$ cat config.mk
export PLATFORM = sky130hd
export DESIGN_NAME = alu_arbiter
export DESIGN_NICKNAME = d
export VERILOG_FILES = /design/src/rtl/alu_arbiter.sv
export SDC_FILE = /design/constraint.sdc
export NUM_CORES = 1
export LEC_CHECK = 0
export CORE_ASPECT_RATIO = 1.1
export CORE_MARGIN = 3
export CORE_UTILIZATION = 39
export CTS_BUF_LIST = sky130_fd_sc_hd__clkbuf_8
export DETAILED_ROUTE_END_ITERATION = 8
export PLACE_DENSITY = 0.83
export SKIP_LAST_GASP = 1
export SLEW_MARGIN = 20
export SYNTH_ARGS = -nofsm -noshare
export SYNTH_HDL_FRONTEND = slang
export SYNTH_SLANG_ARGS = --single-unit
$ cat constraint.sdc
create_clock -name clk -period 2.1 [get_ports clk]
set_clock_uncertainty 0.1 [all_clocks]
set_input_delay 0.42 -clock clk [delete_from_list [all_inputs] [get_ports clk]]
set_output_delay 0.42 -clock clk [all_outputs]
set_load 0.1 [all_outputs]
$ cat src/rtl/alu_arbiter.sv
// Round-robin arbiter sharing one combinational ALU between NREQ requesters.
// Optional opcode legality check enabled by defining ALU_ARB_OPCHECK_EN.
`timescale 1ns/1ps
module alu_arbiter #(
  parameter int NREQ = 2,
  parameter int IDW  = 1
) (
  input  logic              clk,
  input  logic              rst_n,
  input  logic [NREQ-1:0]   req_valid,
  output logic [NREQ-1:0]   req_ready,
  input  logic [32*NREQ-1:0] req_a,
  input  logic [32*NREQ-1:0] req_b,
  input  logic [4*NREQ-1:0] req_op,
  output logic              rsp_valid,
  input  logic              rsp_ready,
  output logic [IDW-1:0]    rsp_id,
  output logic [31:0]       rsp_result,
  output logic              rsp_zero,
  output logic              rsp_err,
  output logic [31:0]       alu_a,
  output logic [31:0]       alu_b,
  output logic [3:0]        alu_ctrl,
  input  logic [31:0]       alu_result,
  input  logic              alu_zero,
  output logic              busy
);

  typedef enum logic [1:0] {S_IDLE, S_EXEC, S_RESP} state_t;

  localparam logic [3:0] OP_ADD = 4'b0010;
  localparam logic [3:0] OP_SUB = 4'b0110;

  state_t         r_state;
  logic [IDW-1:0] r_ptr;
  logic [31:0]    r_a;
  logic [31:0]    r_b;
  logic [3:0]     r_op;
  logic [IDW-1:0] r_id;
  logic [31:0]    r_result;
  logic           r_zero;

  logic           w_found;
  logic [IDW-1:0] w_winner;
  int             w_cand;
  logic           w_grant;
  logic [31:0]    w_selA;
  logic [31:0]    w_selB;
  logic [3:0]     w_selOp;

  // Search upward from the last winner so it ends up with lowest priority.
  always_comb begin
    w_found  = 1'b0;
    w_winner = '0;
    w_cand   = 0;
    for (int k = 1; k <= NREQ; k++) begin
      w_cand = int'(r_ptr) + k;
      if (w_cand >= NREQ) w_cand = w_cand - NREQ;
      if (!w_found && req_valid[w_cand]) begin
        w_found  = 1'b1;
        w_winner = IDW'(w_cand);
      end
    end
  end

  assign w_grant   = rst_n && (r_state == S_IDLE) && w_found;
  assign req_ready = w_grant ? (NREQ'(1) << w_winner) : '0;
  assign w_selA    = req_a[32*int'(w_winner) +: 32];
  assign w_selB    = req_b[32*int'(w_winner) +: 32];
  assign w_selOp   = req_op[4*int'(w_winner) +: 4];

`ifdef ALU_ARB_OPCHECK_EN
  logic r_err;
  logic r_illegal;
  logic w_illegal;
  assign w_illegal = (w_selOp != OP_ADD) && (w_selOp != OP_SUB);
  assign rsp_err   = r_err;
`else
  assign rsp_err   = 1'b0;
`endif

  always_ff @(posedge clk or negedge rst_n) begin
    if (!rst_n) begin
      r_state  <= S_IDLE;
      r_ptr    <= IDW'(NREQ - 1);
      r_a      <= '0;
      r_b      <= '0;
      r_op     <= OP_ADD;
      r_id     <= '0;
      r_result <= '0;
      r_zero   <= 1'b0;
`ifdef ALU_ARB_OPCHECK_EN
      r_err     <= 1'b0;
      r_illegal <= 1'b0;
`endif
    end else begin
      case (r_state)
        S_IDLE: begin
          if (w_grant) begin
            r_id    <= w_winner;
            r_ptr   <= w_winner;
            r_state <= S_EXEC;
`ifdef ALU_ARB_OPCHECK_EN
            // Illegal ops still take the full path but feed a harmless add of zeros.
            r_illegal <= w_illegal;
            r_a       <= w_illegal ? 32'd0 : w_selA;
            r_b       <= w_illegal ? 32'd0 : w_selB;
            r_op      <= w_illegal ? OP_ADD : w_selOp;
`else
            r_a  <= w_selA;
            r_b  <= w_selB;
            r_op <= w_selOp;
`endif
          end
        end
        S_EXEC: begin
`ifdef ALU_ARB_OPCHECK_EN
          r_result <= r_illegal ? 32'd0 : alu_result;
          r_zero   <= r_illegal ? 1'b1 : alu_zero;
          r_err    <= r_illegal;
`else
          r_result <= alu_result;
          r_zero   <= alu_zero;
`endif
          r_state <= S_RESP;
        end
        S_RESP: begin
          if (rsp_ready) r_state <= S_IDLE;
        end
        default: r_state <= S_IDLE;
      endcase
    end
  end

  assign alu_a      = r_a;
  assign alu_b      = r_b;
  assign alu_ctrl   = r_op;
  assign rsp_id     = r_id;
  assign rsp_result = r_result;
  assign rsp_zero   = r_zero;
  assign rsp_valid  = (r_state == S_RESP);
  assign busy       = (r_state != S_IDLE);

endmodule

Word-level counts from Yosys, hierarchy flattened:

Cells that the tools add are included.

* $add $sub $neg: 4
* $lt $le $gt $ge: 4
* equality and inequality tests: 4
* shifts and indexed selects: 4
* mux-type cells: 16
* reduce and logical (&&, ||, !) cells: 8

Operators by type and width (count)
* $shiftx 64x7->32: 2
* $lt 32x3->1 const B: 2
* $mux 32: 2
* $mux 1: 10
* $shiftx 8x4->4: 1
* $mux 2: 3
* $pmux 2 s3: 1
* $reduce_and 2->1: 2
* $sub 3x2->4 const B: 1
* $add 1x2->3 const B: 1
* $ge 3x2->1 const B: 1
* $logic_and 1x1->1: 3
* $sub 2x2->3 const B: 1
* $add 1x1->2 const B: 1
* $eq 2x1->1 const B: 1
* $eq 2x2->1 const B: 1
* $ge 2x2->1 const B: 1
* $logic_not 2->1: 1
* $ne 2x1->1 const B: 1
* $ne 2x2->1 const B: 1
* $reduce_bool 2->1: 1
* $shl 1x1->2 const A: 1
* $logic_not 1->1: 1

* register bits after elaboration: 105

Longest topological paths before layout:

* depth in word-level cells: 13
* depth in mapped cells: 7
* depth with buffers taken out: 4

Least setup slack after synthesis:

No wires, ideal clock.

* path type: input to output
* from: input req_valid[0]
* to: output req_ready[0]
* arrival: 1.855 ns
* data required time: 1.580 ns
* slack: -0.275 ns
* stages: 5
* buffers on the path: 3
* cell sequence: buf_4 -> clkbuf_1 -> clkbuf_1 -> nand3_1 -> inv_1

* longest elaborated chain between the ends: 9

Ends and longest elaborated chain
* start, declared: line 10 `input logic [NREQ-1:0] req_valid,`
* $mux 1 (not written as such) (3 in series): line 59 `if (!w_found && req_valid[w_cand]) begin`
* $mux 1: line 59
* $logic_not 1->1: line 59
* $logic_and 1x1->1: line 59
* $mux 1: line 59
* $shl 1x1->2 / $logic_and 1x1->1 (equally long branches): line 67, 66
* $mux 2 *: line 67 `assign req_ready = w_grant ? (NREQ'(1) << w_winner) : '0;`
* end, declared: line 11 `output logic [NREQ-1:0] req_ready,`

Every way passes the cells marked *; elsewhere a longest branch is shown, timed or not. The select of a mux whose other input is x is not followed.

Final worst setup path:

* from: register r_state[1]
* to: output req_ready[1]

* longest elaborated chain between the ends: 4

Ends and longest elaborated chain
* start, declared: line 34 `state_t r_state;`
* start signal, assigned: line 84 `r_state <= S_IDLE;`
* start signal, assigned: line 102 `r_state <= S_EXEC;`
* start signal, assigned: line 125 `r_state <= S_RESP;`
* $logic_not 2->1: line 66 `assign w_grant = rst_n && (r_state == S_IDLE) && w_found;`
* $logic_and 1x1->1 (2 in series): line 66
* $mux 2: line 67

Every way passes these cells.

==> report_table.html <==
<table>
<tr><th>Metric</th><th>Value</th></tr>
<tr><th colspan="2">STA</th></tr>
<tr><td>Setup repair after global routing missed its margin</td><td>true</td></tr>
<tr><td>Final-report max-slew violation count</td><td>0</td></tr>
<tr><td>Post-layout minimum cycle time</td><td>2.03 ns</td></tr>
<tr><td>Highest Clock Rate</td><td>0.491 GHz</td></tr>
<tr><td>Number of failing hold endpoints at the final stage</td><td>0</td></tr>
<tr><td>Fraction of the cycle the final worst path needs</td><td>96.9%</td></tr>
<tr><td>Final sum of negative setup slack</td><td>0 ns</td></tr>
<tr><td>Worst-Margin Slew</td><td>0.750 ns</td></tr>
<tr><td>Max_slew headroom</td><td>50.0%</td></tr>
<tr><td>Total setup violations reported at the end of the flow</td><td>0</td></tr>
<tr><th colspan="2">Setup path</th></tr>
<tr><td>Required time at the worst-slack endpoint</td><td>1.58 ns</td></tr>
<tr><td>Category of the worst setup path launch point</td><td>flop</td></tr>
<tr><td>Reg2reg setup slack</td><td>0.30 ns</td></tr>
<tr><td>Critical path endpoint category</td><td>output pin</td></tr>
<tr><td>Number of cells traversed by the worst register-to-register path</td><td>5</td></tr>
<tr><td>Arrival @ worst endpoint</td><td>1.51 ns</td></tr>
<tr><td>Capturing point of the worst reg2reg path</td><td>alu_b[4]</td></tr>
<tr><td>Kind of critical path</td><td>flop to output pin</td></tr>
<tr><td>Biggest fanout along the worst timing path</td><td>5</td></tr>
<tr><td>Worst r2r src</td><td>r_ptr</td></tr>
<tr><th colspan="2">Flow run</th></tr>
<tr><td>Maxcap violations</td><td>0</td></tr>
<tr><th colspan="2">Yosys</th></tr>
<tr><td>Mean Syn Cell Area</td><td>11.7 sq um</td></tr>
<tr><td>Count of synthesis-stage warnings from yosys</td><td>0</td></tr>
<tr><td>Count of mapped cells out of synthesis</td><td>404</td></tr>
<tr><td>Number of library cell types mapped by synthesis</td><td>23</td></tr>
<tr><td>Post-synthesis instance area</td><td>4720 sq um</td></tr>
<tr><td>Share of the yosys chip area belonging to registers</td><td>55.8%</td></tr>
<tr><td>Post-synthesis register bit count</td><td>105</td></tr>
<tr><td>Top post-synthesis cells by area</td><td>sky130_fd_sc_hd__dfrtp_1, sky130_fd_sc_hd__a221o_1, sky130_fd_sc_hd__mux2_2</td></tr>
<tr><td>Syn Nets</td><td>578</td></tr>
<tr><td>Cell type with the highest aggregate area in the netlist</td><td>sky130_fd_sc_hd__dfrtp_1</td></tr>
<tr><td>Area share of the largest cell type after synthesis</td><td>54.6%</td></tr>
<tr><th colspan="2">Cells and area</th></tr>
<tr><td>NumNets Final</td><td>841</td></tr>
<tr><td>Diodes inserted</td><td>0</td></tr>
<tr><td>Layout overhead on the synthesized area</td><td>62.5%</td></tr>
<tr><td>Final Core Density</td><td>65.8%</td></tr>
<tr><td>Final instance area</td><td>7670 sq um</td></tr>
<tr><td>Fraction of layout instances using a drive strength above 1</td><td>30.4%</td></tr>
<tr><th colspan="2">Floorplanning</th></tr>
<tr><td>Number of rows created at floorplan</td><td>41</td></tr>
<tr><td>Overall die width</td><td>111 microns</td></tr>
<tr><td>Number of I/O pins</td><td>281</td></tr>
<tr><td>Area of the die</td><td>13500 sq um</td></tr>
<tr><td>Starting Density</td><td>40.5%</td></tr>
<tr><td>Core Footprint</td><td>11600 sq um</td></tr>
<tr><td>Overall die height</td><td>121 microns</td></tr>
<tr><th colspan="2">Drt</th></tr>
<tr><td>Final routed wirelength across all metal layers</td><td>15500 microns</td></tr>
<tr><td>Average detailed-routed wire length per instance</td><td>18.8 microns</td></tr>
<tr><td>Final ANT Viol Nets</td><td>0</td></tr>
<tr><td>First-pass iteration count of the detailed router</td><td>4</td></tr>
<tr><td>Vias after detailed routing</td><td>4383</td></tr>
<tr><td>Average via count per standard cell</td><td>5.33</td></tr>
<tr><td>Iteration-0 DRC Markers</td><td>269</td></tr>
<tr><td>Residual DRC count</td><td>0</td></tr>
<tr><th colspan="2">Global routing</th></tr>
<tr><td>Total congestion overflow after global routing</td><td>0</td></tr>
<tr><td>Pin count of the biggest net entering global routing</td><td>62</td></tr>
<tr><td>Overall track demand over capacity in global routing</td><td>22.7%</td></tr>
<tr><td>Via count of the first global-routing pass</td><td>4699</td></tr>
<tr><td>Global-route wire length before repair</td><td>24400 microns</td></tr>
<tr><td>Antenna violations before repair</td><td>0</td></tr>
<tr><th colspan="2">Clocking</th></tr>
<tr><td>TritonCTS clock tree</td><td>yes</td></tr>
<tr><td>Largest buffer count on any clock path</td><td>2</td></tr>
<tr><td>Number of buffers inserted during clock tree synthesis</td><td>9</td></tr>
<tr><td>Clock Root Buffer</td><td>sky130_fd_sc_hd__clkbuf_8</td></tr>
<tr><td>Clock-pin slew of the registers on the worst-case setup and hold paths</td><td>0.10 ns</td></tr>
<tr><td>H-Tree Level Count</td><td>3</td></tr>
<tr><td>Sinks on Clock Net</td><td>105</td></tr>
<tr><td>Clk_lat worst skew</td><td>0.36 ns</td></tr>
<tr><th colspan="2">Place</th></tr>
<tr><td>Placed wire-length estimate after detailed placement</td><td>11400 microns</td></tr>
<tr><td>Placed standard-cell area</td><td>7440 sq um</td></tr>
<tr><td>Final weighted congestion in routability-driven placement</td><td>0.802</td></tr>
<tr><td>Buffers on Ports</td><td>279</td></tr>
<tr><th colspan="2">Worst hold path</th></tr>
<tr><td>Type of the tightest min-delay check</td><td>input pin to asynchronous set/reset pin</td></tr>
<tr><th colspan="2">Run status</th></tr>
<tr><td>Outcome</td><td>finished clean</td></tr>
</table>
-- metrics by stage --
stage,hold slack [ns],std cells,setup slack (ns)
6_report,0.0318,822,0.0650
5_1_grt,0.0712,822,-0.0115
4_1_cts,0.0432,821,-0.00824
3_5_place_dp,0.394,804,0.0661
3_3_place_gp,0.377,804,0.115
2_1_floorplan,0.0244,404,0.0227
-- critical path, cell delays in order (launching register included) --
cell	delay, ns
sky130_fd_sc_hd__dfrtp_1	0.45
sky130_fd_sc_hd__nor3b_4	0.28
sky130_fd_sc_hd__and3_4	0.25
sky130_fd_sc_hd__buf_12	0.17
-- synthesized netlist by cell type (all sizes together) --
library cell	instances
nand3	1
dfrtp	103
nor2b	1
nand2	69
o21a	2
and3	1
dfstp	2
a221o	68
or2	1
clkbuf	24
nor3	68
or3b	1
mux2	33
inv	3
nor3b	1
nand2b	3
buf	20
conb	1
o21ai	2
-- worst max path at each step --
stage          slack [ns]    startpoint  cells past startpoint           end
5_1_grt             -0.01    r_state[1]                      4  req_ready[0]
6_report             0.07    r_state[1]                      3  req_ready[1]
2_1_floorplan        0.02  req_valid[0]                      5  req_ready[0]
4_1_cts            -0.008    r_state[0]                      4  req_ready[0]
3_5_place_dp         0.07  req_valid[1]                      5      alu_b[4]
3_3_place_gp         0.11  req_valid[1]                      5     alu_a[12]
-- logic make-up after synthesis --
kind of cell	count (synthesis)	share of synthesized area (%)
multiplexers	33	7.88
flip-flops	105	55.8
AO/OA/AOI/OAI	72	15.0
AND/OR/NAND/NOR	146	16.2
buffers and inverters	47	5.15
other	1	0.0795
-- sequential cells by signal (all words and copies together) (netlist names) --
name / flops
alu_a: 32
alu_b: 32
rsp_result: 32
alu_ctrl: 4
r_state: 2
r_ptr: 1
rsp_id: 1
rsp_zero: 1
-- final cells by class --
type	instances	area [sq um]
timing repair buffer	296	2760
sequential	105	2630
clock buffer	11	151
tap	150	188
fill	888	3980
clock inverter	5	40.0
multi-input combinational	252	1880
inverter	3	15.0
-- per-layer routing --
metal  vias to the layer above  wire length (microns)  global-route usage, %
met4                         0                    396                   10.2
met2                       209                   7880                   39.5
li1                       2011                      -                      -
met3                        27                   1050                   4.44
met1                      2136                   6150                   27.3
met5                         -                      0                      0
-- timing repair --
action / CTS / global route
gates resized for setup: 2 / 1
setup buffers: 1 / 1
cloned: 0 / 0
pin swaps: 1 / 2
setup endpoints to repair: 2 / 2
hold buffers: 0 / 0
-- cell usage in the layout (no fill, tap or decap), types with 9 or more instances in the layout --
cell type	n
sky130_fd_sc_hd__a221o_1	68
sky130_fd_sc_hd__buf_12	9
sky130_fd_sc_hd__buf_4	115
sky130_fd_sc_hd__clkbuf_8	11
sky130_fd_sc_hd__clkdlybuf4s50_1	171
sky130_fd_sc_hd__dfrtp_1	103
sky130_fd_sc_hd__mux2_2	33
sky130_fd_sc_hd__nand2_1	69
sky130_fd_sc_hd__nor3_1	48
sky130_fd_sc_hd__nor3_2	20
Power is left out: the tool's default activity adds up to more than one toggle a clock period on the data nets, which glitch-free logic cannot reach.
